**src/rtl/ps2_pkg.sv**
```systemverilog
// rtl/ps2_pkg.sv - shared types, timing helpers and parity for the PS/2 host transmitter
package ps2_pkg;

    typedef enum logic [2:0] {
        IDLE,
        INHIBIT,
        START,
        REQ,
        SHIFT,
        STOP,
        ACK,
        WAIT_IDLE
    } ps2_state_t;

    localparam int TIMER_W = 20;
    localparam int WDOG_W  = 20;

    localparam int unsigned DEFAULT_CLK_HZ = 50_000_000;

    // Widened to 64 bits so CLK_HZ * microseconds cannot overflow.
    function automatic int unsigned us_to_cycles(input int unsigned clk_hz, input int unsigned us);
        longint unsigned prod;
        prod = 64'(clk_hz) * 64'(us);
        return 32'(prod / 64'd1000000);
    endfunction

    localparam int unsigned DEFAULT_INHIBIT_CYC = us_to_cycles(DEFAULT_CLK_HZ, 100);
    localparam int unsigned DEFAULT_START_CYC   = us_to_cycles(DEFAULT_CLK_HZ, 5);

    function automatic logic odd_parity(input logic [7:0] d);
        return ~^d;
    endfunction

endpackage

```
**src/rtl/ps2_line_sync.sv**
```systemverilog
// rtl/ps2_line_sync.sv - 2-flop synchronizer with falling-edge detect for one PS/2 line
module ps2_line_sync (
    input  logic clk,
    input  logic n_res,
    input  logic line,
    output logic level,
    output logic fall
);

    logic [2:0] sr;

    // Reset to the idle-high bus level so no edge is reported out of reset.
    always_ff @(posedge clk or negedge n_res) begin
        if (!n_res) begin
            sr <= 3'b111;
        end else begin
            sr <= {sr[1:0], line};
        end
    end

    assign level = sr[1];
    assign fall  = sr[2] & ~sr[1];

endmodule

```
**src/rtl/ps2_transmitter.sv**
```systemverilog
// rtl/ps2_transmitter.sv - PS/2 host-to-device byte transmitter with open-drain pull-low outputs
// Optional watchdog enabled by `define PS2_TX_TIMEOUT_EN.
module ps2_transmitter
    import ps2_pkg::*;
#(
    parameter int unsigned CLK_HZ     = 50_000_000,
    parameter int unsigned INHIBIT_US = 100,
    parameter int unsigned START_US   = 5,
    parameter int unsigned TIMEOUT_MS = 15
) (
    input  logic       clk,
    input  logic       n_res,
    input  logic       wr_stb,
    input  logic [7:0] wr_data,
    input  logic       ps2_clock,
    input  logic       ps2_data,
    output logic       clk_low,
    output logic       dat_low,
    output logic       busy,
    output logic       rx_inhibit,
    output logic       done,
    output logic       ack_ok,
    output logic       err
);

    localparam logic [TIMER_W-1:0] INH_LAST   = TIMER_W'(us_to_cycles(CLK_HZ, INHIBIT_US) - 32'd1);
    localparam logic [TIMER_W-1:0] START_LAST = TIMER_W'(us_to_cycles(CLK_HZ, START_US) - 32'd1);
    localparam logic [WDOG_W-1:0]  WD_LAST    = WDOG_W'(us_to_cycles(CLK_HZ, TIMEOUT_MS * 32'd1000) - 32'd1);

    ps2_state_t         state;
    logic [8:0]         shreg;
    logic [3:0]         bit_cnt;
    logic [TIMER_W-1:0] timer;
    logic               clk_s, clk_fall, dat_s, dat_fall;
    logic               unused_ok;

    ps2_line_sync u_clk_sync (.clk(clk), .n_res(n_res), .line(ps2_clock), .level(clk_s), .fall(clk_fall));
    ps2_line_sync u_dat_sync (.clk(clk), .n_res(n_res), .line(ps2_data),  .level(dat_s), .fall(dat_fall));

    assign unused_ok  = &{1'b0, dat_fall, WD_LAST[0]};
    assign busy       = (state != IDLE);
    assign rx_inhibit = busy;

`ifdef PS2_TX_TIMEOUT_EN
    logic [WDOG_W-1:0] wd_cnt;
    logic              wd_expired;

    // Cleared throughout INHIBIT so counting begins at its exit; saturates once expired.
    always_ff @(posedge clk or negedge n_res) begin
        if (!n_res) begin
            wd_cnt <= '0;
        end else if (state == INHIBIT) begin
            wd_cnt <= '0;
        end else if (wd_cnt != WD_LAST) begin
            wd_cnt <= wd_cnt + 1'b1;
        end
    end

    assign wd_expired = (wd_cnt == WD_LAST) && (state inside {REQ, SHIFT, STOP, ACK, WAIT_IDLE});
`endif

    always_ff @(posedge clk or negedge n_res) begin
        if (!n_res) begin
            state   <= IDLE;
            shreg   <= '0;
            bit_cnt <= '0;
            timer   <= '0;
            clk_low <= 1'b0;
            dat_low <= 1'b0;
            done    <= 1'b0;
            ack_ok  <= 1'b0;
            err     <= 1'b0;
        end else begin
            done <= 1'b0;
            unique case (state)
                IDLE: begin
                    // A strobe coinciding with the done pulse belongs to the finished transfer.
                    if (wr_stb && !done) begin
                        shreg   <= {odd_parity(wr_data), wr_data};
                        ack_ok  <= 1'b0;
                        err     <= 1'b0;
                        timer   <= '0;
                        bit_cnt <= '0;
                        clk_low <= 1'b1;
                        state   <= INHIBIT;
                    end
                end
                INHIBIT: begin
                    if (timer == INH_LAST) begin
                        timer   <= '0;
                        dat_low <= 1'b1;
                        state   <= START;
                    end else begin
                        timer <= timer + 1'b1;
                    end
                end
                START: begin
                    if (timer == START_LAST) begin
                        timer   <= '0;
                        clk_low <= 1'b0;
                        bit_cnt <= '0;
                        state   <= REQ;
                    end else begin
                        timer <= timer + 1'b1;
                    end
                end
                REQ, SHIFT: begin
                    if (clk_fall) begin
                        dat_low <= ~shreg[0];
                        shreg   <= shreg >> 1;
                        bit_cnt <= bit_cnt + 4'd1;
                        if (state == REQ) begin
                            state <= SHIFT;
                        end else if (bit_cnt == 4'd8) begin
                            state <= STOP;
                        end
                    end
                end
                STOP: begin
                    if (clk_fall) begin
                        dat_low <= 1'b0;
                        bit_cnt <= bit_cnt + 4'd1;
                        state   <= ACK;
                    end
                end
                ACK: begin
                    if (clk_fall) begin
                        bit_cnt <= bit_cnt + 4'd1;
                        if (dat_s) begin
                            err <= 1'b1;
                        end else begin
                            ack_ok <= 1'b1;
                        end
                        state <= WAIT_IDLE;
                    end
                end
                WAIT_IDLE: begin
                    if (clk_s && dat_s) begin
                        done  <= 1'b1;
                        state <= IDLE;
                    end
                end
                default: state <= IDLE;
            endcase
`ifdef PS2_TX_TIMEOUT_EN
            if (wd_expired) begin
                clk_low <= 1'b0;
                dat_low <= 1'b0;
                ack_ok  <= 1'b0;
                err     <= 1'b1;
                done    <= 1'b1;
                state   <= IDLE;
            end
`endif
        end
    end

endmodule
```
**config.mk**
```make
export PLATFORM = sky130hd
export DESIGN_NAME = ps2_transmitter
export DESIGN_NICKNAME = d
export VERILOG_FILES = /design/src/rtl/ps2_pkg.sv /design/src/rtl/ps2_line_sync.sv /design/src/rtl/ps2_transmitter.sv
export SDC_FILE = /design/constraint.sdc
export NUM_CORES = 1
export LEC_CHECK = 0
export ABC_AREA = 1
export ABC_CLOCK_PERIOD_IN_PS = 1900
export BUFFER_PORTS_ARGS = -buffer_cell sky130_fd_sc_hd__buf_2
export CAP_MARGIN = 20
export CORE_ASPECT_RATIO = 0.5
export CORE_UTILIZATION = 50
export DETAILED_ROUTE_END_ITERATION = 10
export PLACE_DENSITY = 0.68
export SYNTH_ARGS = -nofsm -noshare
export SYNTH_HDL_FRONTEND = slang
export SYNTH_HIERARCHICAL = 1
export SYNTH_SLANG_ARGS = --single-unit
```
**constraint.sdc**
```tcl
create_clock -name clk -period 1.9 [get_ports clk]
set_input_delay 0.095 -clock clk [delete_from_list [all_inputs] [get_ports clk]]
set_output_delay 0.095 -clock clk [all_outputs]
set_load 0.005 [all_outputs]
```
; Word level (Yosys, flattened, before mapping)
; Cells that the tools add are included.
[totals]
n_memories = 0
inputBits = 13
latch_bits = 0
ram_bits = 0
reg_bits = 46
mem_bits_ro = 0
[classes]
div = 0
n_reduce_logical = 22
muxes = 37
n_lt_le_gt_ge = 0
n_bitwise = 3
multipliers = 0
add_sub_neg = 2
eq_ne = 21
n_shift = 0
[op_table]
columns = operator, count
row1 = $mux W20, 3
row2 = $pmux W20 S3, 1
row3 = $mux W3, 9
row4 = $pmux W3 S7, 1
row5 = $add A20 B1 Y20 const B, 1
row6 = $eq A20 B13 Y1 const B, 1
row7 = $eq A20 B8 Y1 const B, 1
row8 = $mux W9, 2
row9 = $pmux W9 S2, 1
row10 = $ne A2 B2 Y1 const B, 8
row11 = $reduce_and A4 Y1, 4
row12 = $eq A3 B3 Y1 const B, 4
row13 = $mux W1, 12
row14 = $mux W4, 3
row15 = $pmux W4 S3, 1
row16 = $reduce_bool A3 Y1, 4
row17 = $reduce_and A8 Y1, 1
row18 = $reduce_xnor A8 Y1, 1
row19 = $eq A3 B2 Y1 const B, 2
row20 = $pmux W1 S2, 3
row21 = $reduce_and A3 Y1, 2
row22 = $reduce_bool A2 Y1, 3
row23 = $add A4 B1 Y4 const B, 1
row24 = $eq A4 B4 Y1 const B, 1
row25 = other kinds (12), 15

; Depth between registers and ports, before layout
; Gate-level depths: netlist of the first run.
[depth]
word_depth = 5
mapped_depth = 12
ltp_nobuf = 12

; Modules after synthesis
; The synthesis of the first run kept the hierarchy.
[by_module_without_submodules]
columns = mod, instances, seq_area_each_um2, cells_per_inst, area_per_inst_um2
row1 = ps2_transmitter, 1, 1026.0, 400, 2975.4
row2 = ps2_line_sync, 2, 78.8, 5, 88.8

; Worst setup path before layout of the first run
; No wires, ideal clock.
[synth_path]
path_type = register to register
from = reg state[0]
to = reg state[0]
arrival_time_ns = 1.547
path_stages_with_launch = 12
path_slack_ns = 0.235
required_ns = 1.782
path_cell_list = dfrtp_1 inv_1 ha_1 inv_2 nor2_8 nand2_2 buf_4 nand4_1 nor2_4 nand3_2 nand2_1 nand2_1
[synth_between]
elab_chain_len = 4
word_cells_on_any_way = 21
classes_between = eq/ne: 15 / mux: 3 / reduce/logical: 3
[synth_rtl]
columns = item, line
row1 = "start, declared", ps2_transmitter.sv:30  ; ps2_state_t state;
row2 = "start signal, assigned", ps2_transmitter.sv:64  ; state <= IDLE;
row3 = "start signal, assigned", ps2_transmitter.sv:85  ; state <= INHIBIT;
row4 = "start signal, assigned", ps2_transmitter.sv:92  ; state <= START;
row5 = $eq A3 B2 Y1 / $eq A3 B3 Y1 (equally long branches), "ps2_transmitter.sv:75, ps2_transmitter.sv:112"
row6 = $reduce_or A2 Y1 / $mux W3 (equally long branches), "ps2_transmitter.sv:75, ps2_transmitter.sv:112"
row7 = "$ne A3 B3 Y1 (no line), or another cell as far along", n/a
row8 = $reduce_and A8 Y1 (no line) / $pmux W3 S7 (equally long branches), n/a
; Parallel ways exist; a longest one is shown, timed or not. The select of a mux whose other input is x is not followed.
; A chain may end at the register's enable or synchronous reset.

; Worst setup path after layout of the first run
[layout_path]
from = reg state[0]
to = reg shreg[1]
[layout_between]
elab_chain_len = 4
word_cells_on_any_way = 9
classes_between = eq/ne: 4 / mux: 1 / reduce/logical: 4
[layout_rtl]
columns = item, line
row1 = $eq A3 B2 Y1 / $eq A3 B3 Y1 (equally long branches), ps2_transmitter.sv:75  ; unique case (state)
row2 = $reduce_or A2 Y1, ps2_transmitter.sv:75
row3 = $ne A2 B2 Y1 (no line) / $reduce_bool A2 Y1 (equally long branches), n/a
row4 = $reduce_and A3 Y1 (no line), n/a
row5 = "end signal, assigned", ps2_transmitter.sv:79  ; shreg <= {odd_parity(wr_data), wr_data};
row6 = "end signal, assigned", ps2_transmitter.sv:110  ; shreg <= shreg >> 1;
row7 = "end, declared", ps2_transmitter.sv:31  ; logic [8:0] shreg;
; Parallel ways exist; a longest one is shown, timed or not.

==> results of run 1 <==
==> final timing paths <==
| kind | endpoint | slack, ns | depth (start not counted) |
|---|---|---|---|
| max | shreg[1] | 0.09 | 10 |
| min | shreg[6] | 0.09 | 3 |
| max reg2reg | shreg[1] | 0.09 | 10 |
| min reg2reg | u_dat_sync/sr[1] | 0.36 | 0 |
| max in group asynchronous | state[2] | 1.09 | 3 |
| min in group asynchronous | timer[15] | 0.43 | 3 |
==> area by class of cell <==
class / count / area (sq um) / share of cell area [%]
clock inverter: 3 / 40.0 / 1.12
clock buffer: 5 / 125 / 3.49
tap: 84 / 105 / 2.93
timing repair buffer: 41 / 268 / 7.47
multi-input combinational: 291 / 1660 / 46.3
inverter: 60 / 230 / 6.42
sequential: 46 / 1160 / 32.3
==> flip-flops by register name, summed over array words and instances (netlist names) <==
name and count:
u_dat_sync/sr 2, clk_low 1, err 1, state 3, shreg 9, u_clk_sync/sr 3
ack_ok 1, bit_cnt 4, dat_low 1, timer 20, done 1
==> worst register-to-register path, stage by stage, from the launching register on <==
cell,delay (ns)
sky130_fd_sc_hd__dfrtp_1,0.42
sky130_fd_sc_hd__inv_1,0.09
sky130_fd_sc_hd__ha_1,0.26
sky130_fd_sc_hd__inv_2,0.12
sky130_fd_sc_hd__nor2_8,0.05
sky130_fd_sc_hd__buf_4,0.15
sky130_fd_sc_hd__o21ai_4,0.21
sky130_fd_sc_hd__nor2_8,0.08
sky130_fd_sc_hd__buf_4,0.15
sky130_fd_sc_hd__nor2_1,0.11
sky130_fd_sc_hd__a31oi_2,0.05
==> metal layers <==
layer / share of wire (%) / vias up / GRT usage [%]
li1: - / 1357 / -
met1: 47 / 1208 / 28.2
met2: 48 / 51 / 36.4
met3: 3.5 / 9 / 3.87
met4: 1.4 / 0 / 7.52
met5: 0 / - / 0
==> metrics by stage <==
step	cells	setup TNS, ns	total power [W]
after floorplan	407	0	0.00349
after global placement	511	0	0.00381
after CTS	522	0	0.00490
after global routing	530	-0.0354	0.00557
after detailed placement	511	0	0.00389
final	530	0	0.00519
==> what timing repair did <==
action	in CTS	in global routing
setup endpoints to repair	0	22
setup buffers	0	7
hold buffers	3	0
resized for setup	0	5
hold endpoints to repair	43	0
==> cell usage in the layout (no fill, tap or decap), types with 3 or more instances in the layout <==
master                            n
sky130_fd_sc_hd__dfrtp_1         41
sky130_fd_sc_hd__o21ai_0          7
sky130_fd_sc_hd__nor2_1          39
sky130_fd_sc_hd__nor2_2          10
sky130_fd_sc_hd__nand3_2          3
sky130_fd_sc_hd__clkbuf_16        5
sky130_fd_sc_hd__inv_1           54
sky130_fd_sc_hd__nor2_4           5
sky130_fd_sc_hd__xor2_1           8
sky130_fd_sc_hd__nor3_1           5
sky130_fd_sc_hd__nand2_4          3
sky130_fd_sc_hd__nand3_1         32
sky130_fd_sc_hd__dlygate4sd3_1    3
sky130_fd_sc_hd__nand2_1        109
sky130_fd_sc_hd__buf_2           19
sky130_fd_sc_hd__buf_4           19
sky130_fd_sc_hd__a21oi_1          3
sky130_fd_sc_hd__ha_1             9
sky130_fd_sc_hd__nand3b_1         4
sky130_fd_sc_hd__nand4_1         15
sky130_fd_sc_hd__inv_2            5
sky130_fd_sc_hd__nand2_2         12
sky130_fd_sc_hd__dfstp_2          5
sky130_fd_sc_hd__a31oi_2          6
sky130_fd_sc_hd__xnor2_1          7
==> power by group <==
group / total [W] / switching, W / internal, W / leakage [nW]
logic: 0.00285 / 0.00176 / 0.00110 / 1.15
registers: 0.00136 / 0.000162 / 0.00120 / 0.585
clock network: 0.000979 / 0.000364 / 0.000616 / 0.0836
total: 0.00519 / 0.00228 / 0.00291 / 1.82
==> results.md, run 1 <==
Critical path:
- The delay of the slowest critical-path stage is ~0.42 ns.
- The kind of cell adding the most delay to the critical path is buffers and inverters.
- The critical path contains buffers and inverters numbering 4 combined.
- The most critical setup path has its startpoint at state[0].
- The slowest stage of the critical path belongs to the cell sky130_fd_sc_hd__dfrtp_1.
- At the worst endpoint, the required time is 2.07 ns.
- The worst endpoint data arrival time is roughly 2.0 ns.
- The peak fanout along the critical path is 9.
- The worst flop-to-flop path startpoint is state[0].
- By startpoint and endpoint, the worst setup path is classified as reg -> reg.
- The kind of end point of the critical path is a flop.
- STA classifies the critical path startpoint as a flop.
- The signal on the critical path passes through inv_1 -> ha_1 -> inv_2 -> nor2_8 -> buf_4 -> o21ai_4 -> nor2_8 -> buf_4 -> nor2_1 -> a31oi_2.

Clock network:
- The clock sink total is 46.
- Clock-pin slew was measured on the worst setup and hold paths at around 0.06 ns.
- The root buffer cell chosen for the clock tree is sky130_fd_sc_hd__clkbuf_16.
- The number of clock buffers added by TritonCTS is 5.
- CTS built an H-tree with a depth of 2.
- TritonCTS built the clock tree.
- The deepest clock path buffer count is 2.
- The clock reaches the later pin of the worst-skew pair after ~0.28 ns.

GRT:
- The initial antenna violation count is 0.
- Entering global routing, the biggest net connects 47 pins.
- The number of global-route vias before repair is roughly 2,500.
- The wire length of the first global-routing pass is ~11,000 um.
- After global routing the overflow that remains totals 0.
- The global routing usage summed across all routing layers is 21.5%.

Final layout:
- In the final layout, the share of cells above drive strength 1 is a little under a quarter.
- The number of fillers in the final layout is 509.
- Once layout is done, the placed cells without fillers occupy around 3600 sq um.
- Once layout is complete, the utilization of the core stands at between 60% and 70%.
- 0 antenna diodes ended up in the layout.
- From synthesis to final layout, the design area changed by 15.1%.
- In the final design database the tool counted between 400 and 500 nets.

Route:
- For this run, the detailed router's first-pass iteration total came to 4.
- For this block, the routed nets add up to between 6000 and 7000 um of wire.
- In the routed layout, each cell is associated on average with a via count of 4.95.
- The number of vias after detailed routing is 2,625.
- Dividing the detail-routed wire length by the instance count gives between 10 and 15 um.
- The count of nets left with antenna violations after detail routing is 0.
- The initial detailed-routing violation count is 120.
- The detailed-route DRC error count is 0.

STA:
- Measured against its own limit, the worst slew margin works out to around 62%.
- Hold timing on the final database bottoms out at a slack of approximately 0.087 ns.
- The worst path needs approximately 1.8 ns of the cycle, external delays included.
- The final-report max-slew violation count was 0.
- The maximum clock frequency is between 0.5 and 0.6 GHz.
- Setup repair after global routing could not meet its margin everywhere.
- Dividing the final minimum period by the clock period gives 95.3%.
- The slew at the pin closest to its max-slew limit is around 0.57 ns.
- The final count of negative-setup-slack endpoints is 0.
- After layout, the worst setup slack is ~0.089 ns.
- The hold violation count in the final report is 0.
- The final worst clock skew is 0.00211 ns.

Yosys:
- The instance count of the mapped netlist is about 400.
- During synthesis, Yosys emitted a total of 6 warnings.
- The cell area that synthesis handed to floorplanning was about 3100 sq um.
- The number of nets in the synthesized netlist is 429.
- Dividing the synthesized area by the synthesized cell count gives ~7.7 sq um.

Power:
- The power density over the cells is 1450 nW/um^2.
- The leakage dissipation is ~1.8 nW.
- The worst-case IR drop observed on VDD is approximately 0.00090 V.

Place:
- The worst setup slack before clock tree synthesis is about 0.053 ns.
- The number of buffer cells added on primary ports is 19.
- The HPWL after detailed placement is between 4000 and 5000 um.
- Once placement finished, the instance area stood at roughly 3300 sq um.
- The routability-driven placement congestion ratio is between 0.8 and 0.9.

Floorplan:
- From bottom edge to top edge, the die measures roughly 58 um.
- The core outline area is 5730 sq um.
- For this configuration, the core starts out at a cell density of 54.4%.
- The die covers 6570 sq um.
- The number of top-level pins is 20.
- The floorplan has 19 rows.
- The width of the die is 114 um.

Min path:
- The worst hold path belongs to the class in -> reg.
- In this run the most critical hold path is launched from wr_data[6].

Flow run:
- Max-cap violations in this run came to 0.

Status:
- The flow ran to the end, and the final reports show no timing, DRC or antenna violations.
(Power assumes the default switching activity.)
==> inputs of run 2 (changes only) <==
--- a/config.mk
+++ b/config.mk
@@ -10,9 +10,11 @@
 export BUFFER_PORTS_ARGS = -buffer_cell sky130_fd_sc_hd__buf_2
 export CAP_MARGIN = 20
 export CORE_ASPECT_RATIO = 0.5
+export CORE_MARGIN = 3
 export CORE_UTILIZATION = 50
 export DETAILED_ROUTE_END_ITERATION = 10
 export PLACE_DENSITY = 0.68
+export SKIP_CTS_REPAIR_TIMING = 1
 export SYNTH_ARGS = -nofsm -noshare
 export SYNTH_HDL_FRONTEND = slang
 export SYNTH_HIERARCHICAL = 1
==> results.md, run 2 (synthesized netlist as in run 1, its figures left out) <==
Status:
- The run finished with clean final reports.

Critical path:
- The critical path is of the reg -> reg type.
- The count of buffering cells on the critical path with inverters included is 3.
- By instance count, the cell type seen most on the critical path is sky130_fd_sc_hd__nor2_8.
- In this run the worst path has a maximum fanout of 16.
- The delay of the slowest critical-path stage is 0.43 ns.
- The slowest stage cell on the critical path is sky130_fd_sc_hd__dfrtp_1.
- The kind of end point of the critical path is a flop.
- The kind of cell with the highest combined delay along the critical path is simple AND/OR/NAND/NOR gates.
- The worst setup path is launched from a flop.
- The worst endpoint data arrival time is between 1.5 and 2 ns.
- At the worst endpoint, the required time is between 2 and 2.5 ns.
- Walking the worst path, the cells encountered are inv_1 -> ha_2 -> inv_2 -> nor2_8 -> buf_4 -> o21ai_4 -> nor2_8 -> nor2_1 -> a31oi_2.

Route:
- The number of vias after detailed routing is 2,611.
- The count of nets left with antenna violations after detail routing is 0.
- For this block, the initial DRC count from the detailed router was between 100 and 150.
- The total routed wirelength is 6410 um.
- The first-pass iteration count of the detailed router is 4.
- The number of vias per cell is 5.00.
- The wire length per cell after detailed routing is approximately 12 um.
- The detailed-route DRC error count is 0.

STA:
- The final count of negative-setup-slack endpoints is 0.
- The hold violation count in the final report is 0.
- The final worst slack is 0.164 ns.
- The worst path needs approximately 1.7 ns of the cycle, external delays included.
- The slew at the pin closest to its max-slew limit is 0.455 ns.
- The final period utilization is roughly nine tenths.
- The maximum clock frequency is 0.576 GHz.
- Setup repair after global routing left no endpoint under its margin.
- The final-report max-slew violation count is 0.
- The final worst clock skew is around 0.0096 ns.
- In the final timing run, aggregate negative setup slack is 0 ns.
- The max-slew headroom at the worst pin is around 70%.

Floorplan:
- The core region is 5750 sq um.
- The vertical die dimension is 61.8 um.
- During I/O placement, the number of pins put on the boundary was 20.
- The count of standard-cell rows is 19.
- Measured along the x axis, the die boundary spans roughly 120 um.
- For this configuration, the core starts out at a cell density of 54.2%.
- The floorplan die area is just over 7000 sq um.

Clock network:
- Counting along the longest clock path gives a buffer depth of 2.
- The CTS H-tree depth is 2.
- The CTS tree is yes.
- The clock sink total is 46.
- The latest clock arrival within the worst-skew pair is 0.30 ns.
- Counting the buffers created by CTS gives 5.
- The buffer cell driving the clock tree root is sky130_fd_sc_hd__clkbuf_16.
- Clock-pin slew was measured on the worst setup and hold paths at around 0.07 ns.

Place:
- Prior to clock tree synthesis, the placed netlist has a worst setup slack of between 0.03 and 0.04 ns.
- The number of placed instances with taps included is 510.
- The number of buffer cells added on primary ports is 19.
- The congestion estimate from routability-driven global placement came to 0.893.
- The HPWL after detailed placement is ~4800 um.

GRT:
- The number of global-route vias before repair was about 2,400.
- The first global-routing pass estimated 10,800 um of wire.
- The total congestion overflow is 0.
- The layer with the highest usage is met2.
- For this run, global-route usage on met3 was measured as under 10%.
- The initial antenna violation count is 0.
- The global routing usage summed across all routing layers is between 10% and 20%.
- The maximum number of pins on one net before global-route repair is 27.
- In the global route stage, met2 resource usage came out at between 30 and 40%.
- The met1 track demand over resource in global routing is a little under a quarter.

Final layout:
- The number of inserted diodes is 0.
- In the final layout, the multi-input gates occupy roughly 1700 sq um.
- After filler insertion, the fill cell instance count of the layout stands at a little over 500.
- The filler-free cell count of the finished design is about 520.
- The area used by sequential logic in the layout is 1160 sq um.
- The post-layout net count is between 400 and 500.
- The commonest non-fill, non-tap cell in the layout is sky130_fd_sc_hd__nand2_1.
- The largest registers in the layout are timer: 20 flops, shreg: 9 flops, bit_cnt: 4 flops.
- The area growth from synthesis to layout is 13.2%.
- The top cell types in the final layout, fill and taps aside, are 109 x sky130_fd_sc_hd__nand2_1, 54 x sky130_fd_sc_hd__inv_1, 40 x sky130_fd_sc_hd__dfrtp_1.
- timer holds more flip-flops than any other register.
- The register with the most flip-flops in the layout has 20 of them.
- In the final layout, the share of cells above drive strength 1 is 22.6%.

Power:
- Total power for the finished layout comes to 0.00486 W.
- In this run the static leakage power is about 1.8 nW.
- IR analysis of the VDD net gives a maximum drop of approximately 0.00077 V.
- For this design the ratio of total power to cell area is around 1400 nW/um^2.

Min path:
- The worst min-delay path category is in -> reg.

Flow run:
- The total of max-cap violations is 0.
[run 2: changes by cell type in the layout (fill, tap and decap cells not counted), sizes merged]
cell / delta
buf: -8
bufinv: -1
clkinv: -1
clkinvlp: +1
inv: +1
[run 2: worst register-to-register path: stages, from the launching register on]
cell and delay (ns):
sky130_fd_sc_hd__dfrtp_1 0.43, sky130_fd_sc_hd__inv_1 0.11, sky130_fd_sc_hd__ha_2 0.22, sky130_fd_sc_hd__inv_2 0.08, sky130_fd_sc_hd__nor2_8 0.11, sky130_fd_sc_hd__buf_4 0.15
sky130_fd_sc_hd__o21ai_4 0.08, sky130_fd_sc_hd__nor2_8 0.24, sky130_fd_sc_hd__nor2_1 0.09, sky130_fd_sc_hd__a31oi_2 0.15
[run 2: path summary, 6_finish.rpt]
path / from / to / slack (ns) / depth (start not counted)
max: state[0] / shreg[4] / 0.16 / 9
min in group asynchronous: n_res / timer[19] / 0.29 / 2
min reg2reg: u_clk_sync/sr[0] / u_clk_sync/sr[1] / 0.36 / 0
max reg2reg: state[0] / shreg[4] / 0.16 / 9
min: wr_data[5] / shreg[5] / 0.08 / 3
max in group asynchronous: n_res / u_clk_sync/sr[1] / 0.99 / 3
[run 2: final cells by class]
type | count | share of cell area (%)
Clock buffer | 5 | 3.54
Clock inverter | 3 | 0.709
Timing Repair Buffer | 33 | 5.88
Inverter | 60 | 6.52
Sequential cell | 46 | 32.8
Multi-Input combinational cell | 291 | 47.5
Tap cell | 84 | 2.98
[run 2: layer usage]
layer | wire (um) | vias to the layer above
li1 | - | 1344
met1 | 3110 | 1196
met2 | 2910 | 62
met3 | 305 | 9
met4 | 79 | 0
met5 | 0 | -
[run 2: power by group]
| part | leakage (nW) | switching (W) | internal [W] |
|---|---|---|---|
| Combinational | 1.11 | 0.00166 | 0.000920 |
| Clock | 0.0704 | 0.000399 | 0.000495 |
| Sequential | 0.584 | 0.000194 | 0.00120 |
| Total | 1.76 | 0.00225 | 0.00261 |
[run 2: metrics by stage]
stage	hold slack (ns)	util, %	area, sq um
floorplan	-0.201	-	3120
global placement	0.0589	57.2	3290
detailed placement	0.0704	57.2	3290
CTS	-0.244	59.9	3440
global route	0.101	61.4	3530
finish	0.0773	61.4	3530
==> inputs of run 3 (changes only) <==
--- a/config.mk
+++ b/config.mk
@@ -13,6 +13,7 @@
 export CORE_MARGIN = 3
 export CORE_UTILIZATION = 50
 export DETAILED_ROUTE_END_ITERATION = 10
+export GPL_TIMING_DRIVEN = 0
 export PLACE_DENSITY = 0.68
 export SKIP_CTS_REPAIR_TIMING = 1
 export SYNTH_ARGS = -nofsm -noshare
==> constraint.sdc (replaced) <==
create_clock -name clk -period 1.9 [get_ports clk]
set_input_delay 0.095 -clock clk [delete_from_list [all_inputs] [get_ports clk]]
set_output_delay 0.095 -clock clk [all_outputs]
set_load 0.1 [all_outputs]
==> results.md, run 3 (synthesized netlist as in run 1, its figures left out) <==
Clock network:
- The CTS tree is yes.
- Counting along the longest clock path gives a buffer depth of 2.
- The tree is rooted in a sky130_fd_sc_hd__clkbuf_16.
- CTS built an H-tree with a depth of 2.
- Buffers inserted during clock tree synthesis total 5.
- The clock transition at the registers of the reported paths is around 0.06 ns.
- The clock net in this run drives a total of 46 sinks.
- The latest clock arrival within the worst-skew pair is around 0.29 ns.

Place:
- Before CTS, the worst setup slack after placement is -0.0480 ns.
- The number of buffer cells added on primary ports is 19.
- The placed instances occupy a cell area of 3320 sq um.
- After legalization and detailed placement, the total HPWL measured between 4000 and 5000 um.
- The routability-driven placement congestion ratio is 0.925.

Power:
- The power density over the cells is roughly 1500 nW/um^2.
- In this run the static leakage power is 1.78 nW.
- The worst-case IR drop observed on VDD is between 0.0008 and 0.0009 V.

STA:
- The maximum clock frequency is about 0.56 GHz.
- In this run the tightest slew margin relative to its limit is between 60% and 70%.
- The worst path in the final design needs a cycle of 1.80 ns, including I/O delays and setup.
- For the final routed database, the setup TNS stands at 0 ns.
- On the final layout, the worst clock skew is 0.00621 ns.
- The hold violation count in the final report is 0.
- The final count of negative-setup-slack endpoints is 0.
- The final-report max-slew violation count is 0.
- The final critical path takes up between 90% and 100% of the cycle.
- The slew at the pin closest to its max-slew limit is ~0.49 ns.
- Once routing completed, OpenROAD measured the worst setup slack at between 0.1 and 0.15 ns.

Critical path:
- The critical path is of the reg -> reg type.
- The largest single stage delay on the critical path is 0.42 ns.
- The slowest stage cell on the critical path is sky130_fd_sc_hd__dfrtp_2.
- The worst setup path is launched from a flop.
- At the worst endpoint, the required time is between 2 and 2.5 ns.
- Along the worst path, the maximum fanout reaches 7.
- The worst setup path is captured at a flop.
- The critical path goes through inv_2 -> ha_4 -> inv_2 -> nor2_8 -> nand2_2 -> buf_6 -> nand4_1 -> nor2_4 -> nand3_2 -> nand2_1 -> nand2_1.
- At the worst endpoint, the arrival time is 1.97 ns.
- The setup check on the worst reg-to-reg path leaves a slack of between 0.1 and 0.15 ns.

GRT:
- The maximum number of pins on one net before global-route repair is 47.
- The first global-routing pass estimated between 10,000 and 15,000 um of wire.
- The total congestion overflow is 0.
- The initial antenna violation count is 0.
- The global routing usage summed across all routing layers is between 10% and 20%.
- The number of global-route vias before repair was roughly 2,500.

Final layout:
- The register with the most flip-flops in the layout has 20 of them.
- In the final layout, the registers with the most flip-flops are timer: 20 flops, shreg: 9 flops, bit_cnt: 4 flops.
- Leaving out fill and tap cells, the most frequent cell in the layout is sky130_fd_sc_hd__nand2_1.
- timer holds more flip-flops than any other register.
- The number of inserted diodes is 0.
- The finished cells cover approximately 3600 sq um.
- Counting the fill cells in the layout gives roughly 520.
- The post-layout net count is between 400 and 500.
- The ratio of cells with drive above 1 in the final layout is about 22%.
- The library cells used most frequently in the layout, excluding fill and tap cells, are 111 x sky130_fd_sc_hd__nand2_1, 52 x sky130_fd_sc_hd__inv_1, 39 x sky130_fd_sc_hd__nor2_1, 39 x sky130_fd_sc_hd__dfrtp_1, 32 x sky130_fd_sc_hd__nand3_1.
- The area growth from synthesis to layout is 15.1%.

Floorplan:
- The effective utilization at floorplan is approximately 54%.
- The initialized floorplan defines 19 standard-cell rows.
- The vertical die dimension is just over 60 um.
- The width of the die is 118 um.
- The core region is between 5000 and 6000 sq um.
- The die covers just over 7000 sq um.
- 20 I/O pins were placed.

Route:
- The count of nets left with antenna violations after detail routing is 0.
- The detailed-route wire length on metal 1 is approximately 3100 um.
- In the detailed route, the total length drawn on met3 is around 350 um.
- The first detailed-routing pass took 4 iterations.
- Using the TritonRoute via totals, the vias-per-cell ratio works out to roughly 5.0.
- The routed design has between 6000 and 7000 um of wire.
- The detailed-route DRC error count is 0.
- Detailed routing placed a total of approximately 3000 um of wire on met2.
- In the final routed layout, each cell accounts on average for 12.3 um.
- For this block, the initial DRC count from the detailed router was roughly 120.
- The number of vias after detailed routing is ~2,600.
- The top routing layer in use is met4.

Status:
- The flow ran to the end, and the final reports show no timing, DRC or antenna violations.

Min path:
- The worst min-delay path category is in -> reg.

Flow run:
- The tool flagged a number of max-cap violations equal to 0.
## run 3: power by group
group	internal (W)	switching (W)
registers	0.00120	0.000163
clock network	0.000490	0.000358
logic	0.00111	0.00220
total	0.00280	0.00272
## run 3: critical path: cells and delay by family, from the launching register on
kind,cells,cell delay [ns]
fa+ha+maj,1,0.18
buf+inv,3,0.32
flops,1,0.42
simple gates,7,0.75
## run 3: cell type report
cell class	count	area, sq um	share of cell area [%]
well taps	84	105	2.93
plain buffers	11	113	3.14
multi-input cells	290	1680	46.7
clock buffers	8	136	3.80
repair buffers	26	168	4.67
flip-flops and latches	46	1160	32.3
inverters	60	230	6.42
## run 3: routing by layer
layer,up-vias,GRT usage (%)
met5,-,0
met4,0,7.17
met3,9,4.61
met2,47,34.3
met1,1201,25.1
li1,1347,-
## run 3: final timing paths
path	cells after the start	to	startpoint
max in group asynchronous	3	u_clk_sync/sr[2]	n_res
min	3	shreg[5]	wr_data[5]
min in group asynchronous	2	timer[12]	n_res
max	11	state[1]	state[0]
min reg2reg	0	u_dat_sync/sr[1]	u_dat_sync/sr[0]
max reg2reg	11	state[1]	state[0]
## run 3: metrics by stage
step / util [%] / hold WS [ns] / power [W] / instances
2_1_floorplan: - / -0.201 / 0.00390 / 407
3_3_place_gp: 57.7 / 0.200 / 0.00442 / 510
3_5_place_dp: 57.7 / 0.202 / 0.00451 / 510
4_1_cts: 60.1 / -0.106 / 0.00538 / 518
5_1_grt: 62.4 / 0.104 / 0.00594 / 525
6_report: 62.4 / 0.0950 / 0.00552 / 525
